==> config.mk <==
export PLATFORM = sky130hd
export DESIGN_NAME = video_pattern_generator
export DESIGN_NICKNAME = d
export VERILOG_FILES = /design/src/rtl/video_pattern_generator.sv
export SDC_FILE = /design/constraint.sdc
export NUM_CORES = 1
export LEC_CHECK = 0
export ABC_AREA = 1
export CORE_MARGIN = 5
export CORE_UTILIZATION = 57
export CTS_CLUSTER_SIZE = 40
export DETAILED_ROUTE_END_ITERATION = 8
export GPL_TIMING_DRIVEN = 0
export PLACE_DENSITY = 0.95
export SYNTH_ARGS = -nofsm -noshare
export SYNTH_HDL_FRONTEND = slang
export SYNTH_SLANG_ARGS = --single-unit
==> constraint.sdc <==
create_clock -name clk -period 3.62 [get_ports clk]
set_input_delay 1.086 -clock clk [delete_from_list [all_inputs] [get_ports clk]]
set_output_delay 1.086 -clock clk [all_outputs]
set_load 0.01 [all_outputs]
==> src/rtl/video_pattern_generator.sv <==
// Avalon-ST test-pattern source: streams Width x Height frames (solid, colour bars,
// checkerboard, gradient) with sop/eop framing, sink backpressure and an inter-frame gap.
module video_pattern_generator #(
    parameter int Width       = 12,
    parameter int Height      = 12,
    parameter int NumChannels = 3,
    parameter int ChannelBits = 1,
    parameter int CheckShift  = 1,
    parameter int BarShift    = 2,
    parameter int FrameGap    = 4
) (
    input  logic                                 clk,
    input  logic                                 reset,
    input  logic                                 enable,
    input  logic [1:0]                           mode,
    input  logic [NumChannels*ChannelBits-1:0]   solid_colour,
    output logic [NumChannels*ChannelBits-1:0]   data,
    output logic                                 startofpacket,
    output logic                                 endofpacket,
    output logic                                 valid,
    input  logic                                 ready,
    output logic [15:0]                          frame_count,
    output logic                                 busy
);

    localparam int DW = NumChannels * ChannelBits;
    localparam int XW = $clog2(Width);
    localparam int YW = (Height > 1) ? $clog2(Height) : 1;
    localparam int GW = (FrameGap > 1) ? $clog2(FrameGap) : 1;

    localparam logic [XW-1:0] X_LAST       = XW'(Width - 1);
    localparam logic [YW-1:0] Y_LAST       = YW'(Height - 1);
    localparam logic [GW-1:0] GAP_LAST     = GW'((FrameGap > 0) ? FrameGap - 1 : 0);
    localparam logic          SINGLE_PIXEL = (Width * Height == 1);
    localparam logic [ChannelBits-1:0] ONES = {ChannelBits{1'b1}};
    localparam logic [ChannelBits-1:0] ZERO = {ChannelBits{1'b0}};

    typedef enum logic [1:0] {
        IDLE,
        STREAM,
        GAP
    } state_t;

    state_t          state_reg, state_next;
    logic [XW-1:0]   x_reg, x_next, x_adv;
    logic [YW-1:0]   y_reg, y_next, y_adv;
    logic [GW-1:0]   gap_reg, gap_next;
    logic [1:0]      mode_reg, mode_next;
    logic [DW-1:0]   solid_reg, solid_next;
    logic [15:0]     fc_reg, fc_next;
    logic [DW-1:0]   data_reg, data_next;
    logic            sop_reg, sop_next;
    logic            eop_reg, eop_next;
    logic            valid_reg, valid_next;
    logic            start_frame;

    // Colour bars start white: a set bar-index bit blanks its channel.
    function automatic logic [DW-1:0] pixel_value(
        input logic [1:0]    pm,
        input logic [DW-1:0] sc,
        input logic [XW-1:0] px,
        input logic [YW-1:0] py
    );
        logic [DW-1:0]             v;
        logic [XW+2:0]             bars;
        logic [XW:0]               cx;
        logic [YW:0]               cy;
        logic [XW+ChannelBits-1:0] gx;
        v    = '0;
        bars = {3'b000, px} >> BarShift;
        cx   = {1'b0, px} >> CheckShift;
        cy   = {1'b0, py} >> CheckShift;
        gx   = {{ChannelBits{1'b0}}, px};
        case (pm)
            2'd0: v = sc;
            2'd1: begin
                for (int c = 0; c < NumChannels; c++) begin
                    v[c*ChannelBits +: ChannelBits] = bars[c % 3] ? ZERO : ONES;
                end
            end
            2'd2: v = (cx[0] ^ cy[0]) ? '0 : sc;
            default: begin
                for (int c = 0; c < NumChannels; c++) begin
                    v[c*ChannelBits +: ChannelBits] = gx[ChannelBits-1:0];
                end
            end
        endcase
        return v;
    endfunction

    // Raster position following the pixel currently presented.
    always_comb begin
        x_adv = x_reg + 1'b1;
        y_adv = y_reg;
        if (x_reg == X_LAST) begin
            x_adv = '0;
            y_adv = (y_reg == Y_LAST) ? '0 : y_reg + 1'b1;
        end
    end

    always_comb begin
        state_next  = state_reg;
        x_next      = x_reg;
        y_next      = y_reg;
        gap_next    = gap_reg;
        mode_next   = mode_reg;
        solid_next  = solid_reg;
        fc_next     = fc_reg;
        data_next   = data_reg;
        sop_next    = sop_reg;
        eop_next    = eop_reg;
        valid_next  = valid_reg;
        start_frame = 1'b0;

        case (state_reg)
            IDLE: begin
                if (enable) begin
                    start_frame = 1'b1;
                end
            end
            STREAM: begin
                if (valid_reg && ready) begin
                    if (eop_reg) begin
                        fc_next    = fc_reg + 16'd1;
                        valid_next = 1'b0;
                        sop_next   = 1'b0;
                        eop_next   = 1'b0;
                        x_next     = '0;
                        y_next     = '0;
                        if (FrameGap == 0) begin
                            if (enable) begin
                                start_frame = 1'b1;
                            end else begin
                                state_next = IDLE;
                            end
                        end else begin
                            state_next = GAP;
                            gap_next   = '0;
                        end
                    end else begin
                        x_next    = x_adv;
                        y_next    = y_adv;
                        data_next = pixel_value(mode_reg, solid_reg, x_adv, y_adv);
                        sop_next  = 1'b0;
                        eop_next  = (x_adv == X_LAST) && (y_adv == Y_LAST);
                    end
                end
            end
            GAP: begin
                if (gap_reg == GAP_LAST) begin
                    if (enable) begin
                        start_frame = 1'b1;
                    end else begin
                        state_next = IDLE;
                    end
                end else begin
                    gap_next = gap_reg + 1'b1;
                end
            end
            default: begin
                state_next = IDLE;
                valid_next = 1'b0;
            end
        endcase

        // Frame start latches mode/colour and presents pixel (0,0) immediately.
        if (start_frame) begin
            state_next = STREAM;
            x_next     = '0;
            y_next     = '0;
            mode_next  = mode;
            solid_next = solid_colour;
            valid_next = 1'b1;
            data_next  = pixel_value(mode, solid_colour, '0, '0);
            sop_next   = 1'b1;
            eop_next   = SINGLE_PIXEL;
        end
    end

    always_ff @(posedge clk or negedge reset) begin
        if (!reset) begin
            state_reg <= IDLE;
            x_reg     <= '0;
            y_reg     <= '0;
            gap_reg   <= '0;
            mode_reg  <= '0;
            solid_reg <= '0;
            fc_reg    <= '0;
            data_reg  <= '0;
            sop_reg   <= 1'b0;
            eop_reg   <= 1'b0;
            valid_reg <= 1'b0;
        end else begin
            state_reg <= state_next;
            x_reg     <= x_next;
            y_reg     <= y_next;
            gap_reg   <= gap_next;
            mode_reg  <= mode_next;
            solid_reg <= solid_next;
            fc_reg    <= fc_next;
            data_reg  <= data_next;
            sop_reg   <= sop_next;
            eop_reg   <= eop_next;
            valid_reg <= valid_next;
        end
    end

    assign data          = data_reg;
    assign startofpacket = sop_reg;
    assign endofpacket   = eop_reg;
    assign valid         = valid_reg;
    assign frame_count   = fc_reg;
    assign busy          = (state_reg != IDLE);

endmodule
==> impl_metrics.yaml <==
run_status:
  status: "complete, no violations"
global_routing:
  grt_use_total: 0.193
  grt_pass1_vias: 1683
  grt_pass1_wl_microns: 7580
  antenna_found_initial: 0
  gr-usage-met1: 0.256
  gr-total-overflow: 0
  grt_util_met3: 0.0507
  top_usage_layer: "met2"
  grt_util_met2: 0.299
  grt_max_degree: 40
power_and_ir_drop:
  p_int_mw: 0.888
  leakagePower_nw: 1.18
  vdd_drop_max_mv: 0.519
  power_frac_seq: 0.436
  switchingPower_mw: 0.527
  clockPowerShare: 0.211
  swShare: 0.373
  powerDensity_mw_per_mm2: 574
  combPwrFrac: 0.353
die:
  initial_core_util: 0.596
  die_x_microns: 69.5
  num_rows: 21
  die_y_microns: 69.5
  io_pins: 32
  core-area_sq_mm: 0.00339
  dieArea_sq_mm: 0.00483
clock_network:
  clockBufferDepth: 2
  numCtsBuffers: 5
  cts_root_buffer: "clkbuf_4"
  path_clk_slew_ns: 0.13
  tritoncts: "built"
  clock_sinks: 39
  htreeDepth: 2
  cts.repair.resized: 0
  clkLatencyLatePin_ns: 0.36
  cts_hold_buf: 0
  cts_setup_buffers: 0
yosys:
  seq_area_frac_synth: 0.483
  synth_seq_cells: 39
  synthesis.nets: 248
  yosysWarnings: 0
  syn-cell-area_sq_mm: 0.00202
  syn_area_per_cell_sq_um: 8.63
  synth_cell_type_count: 24
  synthCells: 234
detailed_routing:
  vias: 1709
  drc: 0
  drt-initial-drc-count: 90
  ant_nets: 0
  drtPass1Iterations: 4
  routed_wl_microns: 4310
  vias_per_cell: 5.36
  wl_per_cell_microns: 13.5
timing:
  finalHoldViolCount: 0
  period_needed_ns: 2.60
  hold_slack_ns: 0.483
  clock_skew_ns: 0.0124
  grt_setup_unrepaired: "no"
  fmax_ghz: 0.385
  setup_tns_ns: 0
  setup_viol: 0
  fin_crit_sh: 0.717
  slew_viol_final: 0
  worstMarginPinSlew_ns: 0.852
  slew_headroom: 0.432
worst_setup_path:
  cp_max_fo: 4
  endpoint_kind: "output pin"
  path_cells: "inv_1, nand2_1, clkdlybuf4s50_1"
  reg2reg_from: "x_reg[1]"
  cp_slowest_cell: "clkdlybuf4s50_1"
  startpoint_type: "flip-flop"
  path_class: "flip-flop to output pin"
  r2r-end: "data[2]"
  arrival_ns: 1.51
  cp.required_ns: 2.53
  r2r_setup_slack_ns: 1.80
  reg2regPathDepth: 12
  critPathMaxStageDelay_ns: 0.54
finish:
  fin_util: 0.727
  largest_reg_flops: 16
  synthToLayoutAreaGrowth_pct: 22.0
  finalInstanceArea_sq_mm: 0.00246
  drive_above_1_share: 0.0806
  diodes: 0
  stdcell_count: 319
  nets: 286
place:
  dpl.cell_count: 311
  port_buffers: 31
  dp_hpwl_microns: 3150
  globalplace.congestion: 0.850
  post_dp_cell_area_sq_mm: 0.00238
hold_path:
  hold-path-endpoint: "frame_count[15]"
  hold_start: "frame_count[15]"
  hp-class: "flip-flop to flip-flop"
  hold_depth: 1
job:
  drv_cap: 0
-- cell type report --
type	count	area [sq um]
Sequential cell	39	976
Fill cell	234	926
Multi-Input combinational cell	163	923
Timing Repair Buffer	31	305
Inverter	31	116
Tap cell	46	57.6
Clock inverter	3	43.8
Clock buffer	5	37.5
Buffer	1	3.75
-- placed cells by master, fill, tap and decap left out, types with 3 or more instances in the layout --
cell type        count
nand4_1              9
xnor2_1              8
clkbuf_4             5
inv_1               30
ha_1                 5
a21oi_1              7
nand3_1             19
nand2_1             55
clkdlybuf4s50_1     30
o21ai_0             14
dfrtp_1             39
nor2_1              18
o22ai_1              5
xor2_1               8
nand3_2              3
nor2_4               4
-- worst max-delay path, delay by kind of cell (launching register included) --
kind | cells | cell delay, ns
flops | 1 | 0.42
buf+inv | 2 | 0.65
simple gates | 1 | 0.08
-- cell families after synthesis --
logic type | count (synthesis) | synth area share
AND/OR/NAND/NOR | 113 | 0.274
AO/OA/AOI/OAI | 28 | 0.0774
adder cells (fa/ha/maj) | 5 | 0.0310
flip-flops | 39 | 0.483
buffers and inverters | 32 | 0.0595
multiplexers | 1 | 0.00558
XOR/XNOR | 16 | 0.0694
-- worst max-delay path by stage --
stage                       from              end  slack, ns
global placement           reset   frame_count[0]       0.56
detailed placement         ready          data[1]       0.83
CTS                 state_reg[1]             busy       1.02
global route        state_reg[1]             busy       0.98
floorplan                  ready  frame_count[10]       1.51
finish              state_reg[1]             busy       1.02
-- cell usage after synthesis, drive strengths merged --
cell type | number | area, sq um
nand2 | 56 | 213
xnor2 | 8 | 70.1
nand4 | 9 | 56.3
o211ai | 1 | 12.5
a21oi | 7 | 35.0
inv | 31 | 116
o31ai | 1 | 7.51
nand3 | 23 | 143
mux2 | 1 | 11.3
o21ai | 14 | 70.1
o22ai | 5 | 31.3
clkbuf | 1 | 3.75
dfrtp | 39 | 976
nor3 | 2 | 21.3
nand3b | 1 | 7.51
nor2 | 22 | 113
xor2 | 8 | 70.1
ha | 5 | 62.6
-- stage by stage --
stage / total power [mW] / setup slack (ns)
2_1_floorplan: 0.942 / 1.51
3_3_place_gp: 1.10 / 0.558
3_5_place_dp: 1.12 / 0.825
4_1_cts: 1.42 / 1.02
5_1_grt: 1.52 / 0.982
6_report: 1.41 / 1.02
-- power by group through the flow --
stage          Combinational, mW  Clock, mW  Sequential (mW)
3_5_place_dp               0.496          0            0.624
3_3_place_gp               0.479          0            0.622
4_1_cts                    0.502      0.305            0.617
2_1_floorplan              0.318          0            0.624
6_report                   0.499      0.299            0.617
5_1_grt                    0.565      0.324            0.633
-- layer usage --
| metal | wire, microns | up-vias |
|---|---|---|
| met5 | 0 | - |
| met4 | 115 | 0 |
| met3 | 227 | 14 |
| met2 | 2080 | 45 |
| met1 | 1890 | 808 |
| li1 | - | 842 |
No activity file was read; power rests on OpenSTA's default activity.
